==> config.mk <==
export PLATFORM = sky130hd
export DESIGN_NAME = dmem_ls_unit_flat
export DESIGN_NICKNAME = d
export VERILOG_FILES = /design/src/rtl/dmem_ls_pkg.sv /design/src/rtl/dmem_ls_if.sv /design/src/rtl/dmem_ls_lane.sv /design/src/rtl/dmem_ls_unit.sv /design/src/flat_wrapper.sv
export SDC_FILE = /design/constraint.sdc
export NUM_CORES = 1
export LEC_CHECK = 0
export ABC_CLOCK_PERIOD_IN_PS = 17900
export BUFFER_PORTS_ARGS = -buffer_cell sky130_fd_sc_hd__buf_2
export CAP_MARGIN = 25
export CORE_AREA = 2 2 152 154
export CTS_BUF_LIST = sky130_fd_sc_hd__clkbuf_4 sky130_fd_sc_hd__clkbuf_8
export DETAILED_ROUTE_END_ITERATION = 8
export DIE_AREA = 0 0 154 156
export MAX_ROUTING_LAYER = met4
export PLACE_DENSITY_LB_ADDON = 0.3
export REMOVE_ABC_BUFFERS = 1
export SLEW_MARGIN = 20
export SYNTH_ARGS = -nofsm -noshare
export SYNTH_HDL_FRONTEND = slang
export SYNTH_SLANG_ARGS = --single-unit
==> constraint.sdc <==
create_clock -name in_clk -period 17.9 [get_ports in_clk]
set_input_delay 1.79 -clock in_clk [delete_from_list [all_inputs] [get_ports in_clk]]
set_output_delay 1.79 -clock in_clk [all_outputs]
set_load 0.05 [all_outputs]
==> src/rtl/dmem_ls_pkg.sv <==
// dmem_ls_pkg: shared types for the DMem load/store unit.
//   ls_size_t  : request access size (byte/half/word/double)
//   ls_state_t : sequencing FSM states
//   size_bytes : number of bytes covered by an access size
package dmem_ls_pkg;

  typedef enum logic [1:0] {
    SZ_B = 2'b00,
    SZ_H = 2'b01,
    SZ_W = 2'b10,
    SZ_D = 2'b11
  } ls_size_t;

  typedef enum logic [1:0] {
    IDLE,
    READ,
    WRITE,
    RESP
  } ls_state_t;

  function automatic logic [3:0] size_bytes(input ls_size_t size);
    case (size)
      SZ_B:    return 4'd1;
      SZ_H:    return 4'd2;
      SZ_W:    return 4'd4;
      default: return 4'd8;
    endcase
  endfunction

endpackage

==> src/rtl/dmem_ls_if.sv <==
// dmem_ls_if: request/response and DMem-side signals of the load/store unit.
//   slave  : the load/store unit (takes requests, drives DMem address/data/enable)
//   master : the environment (core memory stage plus DMem read data)
interface dmem_ls_if #(
  parameter int DATA_WIDTH = 64,
  parameter int ADDR_WIDTH = 64
);
  logic                  in_req_valid;
  logic                  out_req_ready;
  logic                  in_req_we;
  logic [1:0]            in_req_size;
  logic                  in_req_unsigned;
  logic [ADDR_WIDTH-1:0] in_req_addr;
  logic [DATA_WIDTH-1:0] in_req_wdata;
  logic                  out_resp_valid;
  logic [DATA_WIDTH-1:0] out_resp_rdata;
  logic [ADDR_WIDTH-1:0] out_mem_addr;
  logic [DATA_WIDTH-1:0] out_mem_data;
  logic                  out_mem_wr_en;
  logic [DATA_WIDTH-1:0] in_mem_data;

  modport slave (
    input  in_req_valid, in_req_we, in_req_size, in_req_unsigned,
           in_req_addr, in_req_wdata, in_mem_data,
    output out_req_ready, out_resp_valid, out_resp_rdata,
           out_mem_addr, out_mem_data, out_mem_wr_en
  );

  modport master (
    output in_req_valid, in_req_we, in_req_size, in_req_unsigned,
           in_req_addr, in_req_wdata, in_mem_data,
    input  out_req_ready, out_resp_valid, out_resp_rdata,
           out_mem_addr, out_mem_data, out_mem_wr_en
  );
endinterface

==> src/rtl/dmem_ls_lane.sv <==
// dmem_ls_lane: combinational byte-lane logic of the load/store unit.
//   wdata, old, size -> merged : low size_bytes(size) bytes from wdata, rest from old
//   raw, size, uns   -> rdata  : low bytes of raw, zero- or sign-extended to 64 bits
module dmem_ls_lane
  import dmem_ls_pkg::*;
(
  input  logic [63:0] wdata,
  input  logic [63:0] old,
  input  ls_size_t    size,
  input  logic [63:0] raw,
  input  logic        uns,
  output logic [63:0] merged,
  output logic [63:0] rdata
);

  // NOTE: every combinational output is given a default before any
  // conditional update, so no path leaves it unassigned and no latch is inferred.
  always_comb begin
    merged = old;
    for (int i = 0; i < 8; i++) begin
      if (4'(i) < size_bytes(size)) merged[8*i +: 8] = wdata[8*i +: 8];
    end
  end

  always_comb begin
    rdata = raw;
    case (size)
      SZ_B:    rdata = {{56{~uns & raw[7]}},  raw[7:0]};
      SZ_H:    rdata = {{48{~uns & raw[15]}}, raw[15:0]};
      SZ_W:    rdata = {{32{~uns & raw[31]}}, raw[31:0]};
      default: rdata = raw;
    endcase
  end

endmodule

==> src/rtl/dmem_ls_unit.sv <==
// dmem_ls_unit: one-at-a-time load/store sequencer in front of the 8-byte-wide DMem.
//   in_clk, in_rst : clock, asynchronous active-high reset
//   bus (slave)    : request in, one-cycle response out, registered DMem
//                    address/data/write enable, combinational DMem read data
// Loads: IDLE -> READ -> RESP. Double stores: IDLE -> WRITE -> RESP.
// Narrower stores read the doubleword first (DMem always writes 8 bytes):
// IDLE -> READ -> WRITE -> RESP. Only 64-bit data is supported.
module dmem_ls_unit
  import dmem_ls_pkg::*;
#(
  parameter int DATA_WIDTH = 64,
  parameter int ADDR_WIDTH = 64
) (
  input logic     in_clk,
  input logic     in_rst,
  dmem_ls_if.slave bus
);

  ls_state_t             state_q, state_d;
  logic                  we_q, uns_q, wr_en_q;
  ls_size_t              size_q;
  logic [DATA_WIDTH-1:0] wdata_q, rbuf_q, mem_data_q;
  logic [ADDR_WIDTH-1:0] mem_addr_q;
  logic [DATA_WIDTH-1:0] merged, ext_rdata;
  logic                  accept, store_d;

  assign accept  = bus.in_req_valid && (state_q == IDLE);
  assign store_d = bus.in_req_we && (bus.in_req_size == SZ_D);

  // The merge takes its old bytes straight from in_mem_data: that is the
  // value the read buffer captures on the same edge.
  dmem_ls_lane u_lane (
    .wdata  (wdata_q),
    .old    (bus.in_mem_data),
    .size   (size_q),
    .raw    (rbuf_q),
    .uns    (uns_q),
    .merged (merged),
    .rdata  (ext_rdata)
  );

  // NOTE: sequential state uses non-blocking assignments so every register
  // samples pre-edge values regardless of process ordering.
  always_ff @(posedge in_clk or posedge in_rst) begin
    if (in_rst) state_q <= IDLE;
    else        state_q <= state_d;
  end

  always_comb begin
    state_d = state_q;
    case (state_q)
      IDLE:    if (bus.in_req_valid) state_d = store_d ? WRITE : READ;
      READ:    state_d = we_q ? WRITE : RESP;
      WRITE:   state_d = RESP;
      RESP:    state_d = IDLE;
      default: state_d = IDLE;
    endcase
  end

  // NOTE: the captured request and read buffer are reset along with the
  // DMem-facing registers; it is a handful of flops and keeps every output
  // defined straight out of reset.
  always_ff @(posedge in_clk or posedge in_rst) begin
    if (in_rst) begin
      we_q       <= 1'b0;
      uns_q      <= 1'b0;
      size_q     <= SZ_B;
      wdata_q    <= '0;
      rbuf_q     <= '0;
      mem_addr_q <= '0;
      mem_data_q <= '0;
      wr_en_q    <= 1'b0;
    end else begin
      // Registered from the next state: exactly one clean pulse per WRITE.
      wr_en_q <= (state_d == WRITE);
      if (accept) begin
        we_q       <= bus.in_req_we;
        uns_q      <= bus.in_req_unsigned;
        size_q     <= ls_size_t'(bus.in_req_size);
        wdata_q    <= bus.in_req_wdata;
        mem_addr_q <= bus.in_req_addr;
        if (store_d) mem_data_q <= bus.in_req_wdata;
      end
      if (state_q == READ) begin
        rbuf_q <= bus.in_mem_data;
        if (we_q) mem_data_q <= merged;
      end
    end
  end

  always_comb begin
    bus.out_req_ready  = (state_q == IDLE);
    bus.out_resp_valid = (state_q == RESP);
    bus.out_resp_rdata = (state_q == RESP && !we_q) ? ext_rdata : '0;
    bus.out_mem_wr_en  = wr_en_q;
    bus.out_mem_addr   = mem_addr_q;
    bus.out_mem_data   = mem_data_q;
  end

endmodule
==> src/flat_wrapper.sv <==
// flat-port wrapper written by rule: the top's interface ports become plain ports
module dmem_ls_unit_flat import dmem_ls_pkg::*;
#(
  parameter int DATA_WIDTH = 64,
  parameter int ADDR_WIDTH = 64
)
  (in_clk, in_rst, bus_in_req_valid, bus_in_req_we, bus_in_req_size, bus_in_req_unsigned, bus_in_req_addr, bus_in_req_wdata, bus_in_mem_data, bus_out_req_ready, bus_out_resp_valid, bus_out_resp_rdata, bus_out_mem_addr, bus_out_mem_data, bus_out_mem_wr_en);
  dmem_ls_if #(.DATA_WIDTH(DATA_WIDTH), .ADDR_WIDTH(ADDR_WIDTH)) bus_i ();
  input logic in_clk;
  input logic in_rst;
  input wire logic [$bits(bus_i.in_req_valid)-1:0] bus_in_req_valid;
  input wire logic [$bits(bus_i.in_req_we)-1:0] bus_in_req_we;
  input wire logic [$bits(bus_i.in_req_size)-1:0] bus_in_req_size;
  input wire logic [$bits(bus_i.in_req_unsigned)-1:0] bus_in_req_unsigned;
  input wire logic [$bits(bus_i.in_req_addr)-1:0] bus_in_req_addr;
  input wire logic [$bits(bus_i.in_req_wdata)-1:0] bus_in_req_wdata;
  input wire logic [$bits(bus_i.in_mem_data)-1:0] bus_in_mem_data;
  output wire logic [$bits(bus_i.out_req_ready)-1:0] bus_out_req_ready;
  output wire logic [$bits(bus_i.out_resp_valid)-1:0] bus_out_resp_valid;
  output wire logic [$bits(bus_i.out_resp_rdata)-1:0] bus_out_resp_rdata;
  output wire logic [$bits(bus_i.out_mem_addr)-1:0] bus_out_mem_addr;
  output wire logic [$bits(bus_i.out_mem_data)-1:0] bus_out_mem_data;
  output wire logic [$bits(bus_i.out_mem_wr_en)-1:0] bus_out_mem_wr_en;
  assign bus_i.in_req_valid = bus_in_req_valid;
  assign bus_i.in_req_we = bus_in_req_we;
  assign bus_i.in_req_size = bus_in_req_size;
  assign bus_i.in_req_unsigned = bus_in_req_unsigned;
  assign bus_i.in_req_addr = bus_in_req_addr;
  assign bus_i.in_req_wdata = bus_in_req_wdata;
  assign bus_i.in_mem_data = bus_in_mem_data;
  assign bus_out_req_ready = bus_i.out_req_ready;
  assign bus_out_resp_valid = bus_i.out_resp_valid;
  assign bus_out_resp_rdata = bus_i.out_resp_rdata;
  assign bus_out_mem_addr = bus_i.out_mem_addr;
  assign bus_out_mem_data = bus_i.out_mem_data;
  assign bus_out_mem_wr_en = bus_i.out_mem_wr_en;
  dmem_ls_unit #(.DATA_WIDTH(DATA_WIDTH), .ADDR_WIDTH(ADDR_WIDTH)) u_core (.in_clk(in_clk), .in_rst(in_rst), .bus(bus_i));
endmodule
-- Word-level counts from Yosys, hierarchy flattened
Index checks and enable logic that the tools add are counted.
- order comparisons: 8
- equality and inequality tests: 7
- multiplexer cells: 19
- bitwise logic cells: 4
- reduce and logical (&&, ||, !) cells: 6
- operators with widths (kind ; count):
    $mux 64 ; 5
    $pmux 64 s3 ; 1
    $mux 8 ; 8
    $lt 3x4->1 const A ; 4
    $pmux 4 s3 ; 1
    $eq 2x2->1 const B ; 5
    $lt 1x4->1 const A ; 2
    $lt 2x4->1 const A ; 2
    $pmux 2 s4 ; 1
    $eq 2x1->1 const B ; 2
    $logic_not 2->1 ; 2
    $mux 2 ; 2
    $and 1x1->1 ; 3
    $logic_and 1x1->1 ; 3
    $logic_not 1->1 ; 1
    $mux 1 ; 1
    $not 1->1 ; 1
- bits in registers: 263
- output and inout port bits: 195

-- Depth between registers and ports, before layout
- word-level depth: 6
- mapped depth: 7
- gate-level depth less buffers: 5

-- Modules after synthesis
From an unflattened synthesis, not the netlist that was laid out.
- cell total of the unflattened synthesis: 1364
- area total of the unflattened synthesis: 12739.7 µm²
- modules (own cells, without submodules) (module ; times used ; cells an instance ; area an instance (µm²) ; sequential area each (µm²)):
    dmem_ls_unit ; 1 ; 1152 ; 11200.7 ; 6581.3
    dmem_ls_lane ; 1 ; 212 ; 1539.0 ; 0.0

-- Least setup slack after synthesis
OpenSTA, ideal clock, no wires.
- kind: flip-flop to output port
- from: register u_core.state_q[0]
- to: output port bus_out_resp_rdata[32]
- arrival time: 2267 ps
- path slack: 13843 ps
- stages on the path, launching flop included: 6
- buffers on the path: 1
- cells stage by stage: dfrtp_1 ha_1 nor2b_1 clkbuf_1 o21ai_0 a21oi_1
- word-level cells in the longest chain between the ends: 3
- RTL lines (element ; line ; source):
    from (decl) ; dmem_ls_unit.sv:19 ; ls_state_t state_q, state_d;
    from (signal assigned) ; dmem_ls_unit.sv:46 ; else state_q <= state_d;
    $eq 2x2->1 ; -- ;
    via bus_out_resp_valid ; flat_wrapper.sv:19 ; output wire logic [$bits(bus_i.out_resp_valid)-1:0] bus_out_resp_valid;
    $logic_and 1x1->1 ; dmem_ls_unit.sv:94 ; bus.out_resp_rdata = (state_q == RESP && !we_q) ? ext_rdata : '0;
    $mux 64 ; dmem_ls_unit.sv:94 ;
    to (decl) ; flat_wrapper.sv:20 ; output wire logic [$bits(bus_i.out_resp_rdata)-1:0] bus_out_resp_rdata;
The timed path passes the listed nets, and every way through them passes these cells.

-- Final worst setup path
- from: register u_core.size_q[1]
- to: output port bus_out_resp_rdata[53]
- word-level cells in the longest chain between the ends: 3
- elaborated cells between the ends (all ways): 5
- classes of those cells: eq/ne: 2; mux: 2; reduce/logical: 1
- RTL lines (element ; line ; source):
    from (decl) ; dmem_ls_unit.sv:21 ; ls_size_t size_q;
    from (signal assigned) ; dmem_ls_unit.sv:79 ; size_q <= ls_size_t'(bus.in_req_size);
    $eq 2x2->1, or another cell as far along ; dmem_ls_lane.sv:27 ; case (size)
    $pmux 64 s3 * ; dmem_ls_lane.sv:27 ;
    $mux 64 * ; dmem_ls_unit.sv:94 ;
Every way passes the cells marked *; elsewhere a longest branch is shown, timed or not.

==> flow_metrics.tcl <==
set metrics [dict create \
    status "finished, final reports clean" \
    ys_ff_latch 263 \
    reg2reg_depth 5 \
    clock.fmax_mhz 210 \
    synthArstFlopShare 1.00 \
    antenna_left 0 \
    relSlewSlack 0.312 \
    layout.nets 1525 \
    cellPowerDensity_mw_per_mm2 229 \
    post_cts_buffers 0 \
    finalHoldViolCount 0 \
    die_y_um 156 \
    grtUsageTotal 0.282 \
    synth_area_leaders "dfrtp_1 55%, mux2_2 19%, mux2i_1 4.7%, o21ai_0 4.0%, a22oi_1 3.5%" \
    critPathLaunchType "flop" \
    final_max_slew_viol_count 0 \
    post-route-period-util 0.267 \
    first_pass_iters 5 \
    cts_root_buf "clkbuf_8" \
    ys.flop_type "dfrtp_1" \
    grt_pass1_vias 9565 \
    cp.arrival_ps 2980 \
    drt_iter0_drc 542 \
    rr_startpoint "u_core.state_q[0]" \
    slowest_stage "dfrtp_2" \
    syn_area_per_cell_um2 12.4 \
    synth.top_cell.area_share 0.554 \
    cts_resized 0 \
    worst_pin_slew_ps 1030 \
    port_buffers 393 \
    clockBufferDepth 3 \
    antenna_found_initial 7 \
    rsz0062_at_grt "no" \
    drc 0 \
    synthCells 959 \
    hp-class "flop to flop" \
    avgRoutedWirePerCell_um 20.2 \
    yosysUniqueCellTypes 32 \
    reg2reg_to "u_core.wdata_q[46]" \
    viasPerCell 5.73 \
    cts_tree "yes" \
    leakage_uw 0.00703 \
    dr_wl_met3_um 2360 \
    fp-row-count 55 \
    ff2ff_setup_slack_ps 14540 \
    finalSetupViolCount 0 \
    critPathMaxStageDelay_ps 940 \
    crit_chain "nand2_4 > o21ai_0 > a21oi_1 > buf_2" \
    cp-end-kind "output pin" \
    whs_ps 498 \
    area_growth_pct 24.5 \
    skew_ps 21.1 \
    cts.clk_slew.worst_paths_ps 60 \
    cts_buffers 43 \
    netlist_area_mm2 0.0119 \
    die_w_um 154 \
    yosys.area.top_type "dfrtp_1" \
    crit_fanout 64 \
    place_congestion 0.856 \
    layout_common_cells "393 x buf_2, 262 x dfrtp_1, 196 x mux2_2" \
    via_count 9395 \
    critPathKind "flop to output pin" \
    period_needed_ps 4770 \
    synth_edf_count 0 \
    grt_max_degree 122 \
    die_area_mm2 0.0240 \
    synth_seq_area_share 0.554 \
    wl_met2_um 16700 \
    yosys_warnings 0 \
    clk_latency_ps 540 \
    ctsHoldBuffers 0 \
    start_util 0.531 \
    dpl.hpwl_um 21800 \
    drv_cap 0 \
    worstSetupStartpoint "u_core.size_q[1]" \
    ir_worst_vdd_mv 0.169 \
    grt_pass1_wl_um 51800 \
    grt_overflow 0 \
    routed.top_layer "met4" \
    final_common_cell "buf_2" \
    drt-total-wl_um 33200 \
    wl_met1_um 13000 \
    required_ps 16110 \
    drive_above_1_share 0.510 \
    ioPinCount 394 \
    core_mm2 0.0224 \
    cts.sinks 263 \
    finalSetupTns_ps 0 \
    htree_levels 2 \
    crit_path_end "bus_out_resp_rdata[53]" \
]
[cell usage after synthesis, types with 3 or more instances]
library cell	instances
nor2b_1	3
mux2i_1	56
o21ai_0	96
clkbuf_1	37
buf_4	3
a31oi_1	64
dfrtp_1	263
a22oi_1	56
buf_6	15
a21oi_1	65
ha_1	5
inv_1	4
and2_1	10
nor2_1	11
mux2_2	196
buf_2	31
nand2_1	29
[logic make-up (layout without fill, tap and decap cells)]
| family | Yosys count | after routing | share of synthesized area |
|---|---|---|---|
| compound gates | 287 | 287 | 0.141 |
| flops | 263 | 263 | 0.554 |
| mux | 252 | 252 | 0.233 |
| buf+inv | 92 | 481 | 0.0428 |
| simple gates | 60 | 60 | 0.0238 |
| fa+ha+maj | 5 | 5 | 0.00527 |
| other cells | 0 | 7 | 0 |
[state kept, by name, summed over array words and instances (netlist names)]
name / cells
u_core.bus.out_mem_data: 64
u_core.bus.out_mem_addr: 64
u_core.size_q: 2
u_core.rbuf_q: 64
u_core.uns_q: 1
u_core.state_q: 2
u_core.we_q: 1
u_core.wdata_q: 64
u_core.bus.out_mem_wr_en: 1
[worst min path at each step]
stage	start	to	slack [ps]	cells past startpoint
floorplan	u_core.rbuf_q[0]	u_core.rbuf_q[0]	470	1
global placement	u_core.rbuf_q[1]	u_core.rbuf_q[1]	480	1
detailed placement	u_core.bus.out_mem_addr[61]	u_core.bus.out_mem_addr[61]	490	1
CTS	u_core.bus.out_mem_addr[61]	u_core.bus.out_mem_addr[61]	500	1
global route	u_core.bus.out_mem_addr[22]	u_core.bus.out_mem_addr[22]	510	1
finish	u_core.bus.out_mem_addr[32]	u_core.bus.out_mem_addr[32]	500	1
[power by group]
group	switching, uW	internal (uW)
logic	1200	555
registers	173	905
clock network	231	317
[stage by stage]
step                setup WS [ps]  cell area [um^2]  instances   util  power [uW]
floorplan                    8870             11400        872      -        2410
global placement            13750             13800       1560  0.618        2800
detailed placement          13640             13800       1560  0.618        2850
CTS                         13050             14700       1632  0.659        3410
global route                12920             14800       1640  0.661        3570
finish                      13130             14800       1640  0.661        3390
[final cells by class]
class / instances / area, um^2
Inverter: 5 / 28.8
Antenna cell: 7 / 17.5
Multi-Input combinational cell: 604 / 4820
Clock buffer: 72 / 910
Sequential cell: 263 / 6580
Timing Repair Buffer: 404 / 2070
Fill cell: 1732 / 7580
Tap cell: 285 / 357
[critical path, delay by kind of cell (launching register included)]
family | cells | cell delay [ps]
flops | 1 | 940
simple gates | 1 | 720
compound gates | 2 | 520
buf+inv | 1 | 230
[metal layers]
metal / track usage / vias up
met1: 0.342 / 4628
met3: 0.0622 / 79
met4: 0.112 / 0
li1: - / 4262
met5: - / -
met2: 0.463 / 426
Note: power is estimated with default switching activity, not from simulation.
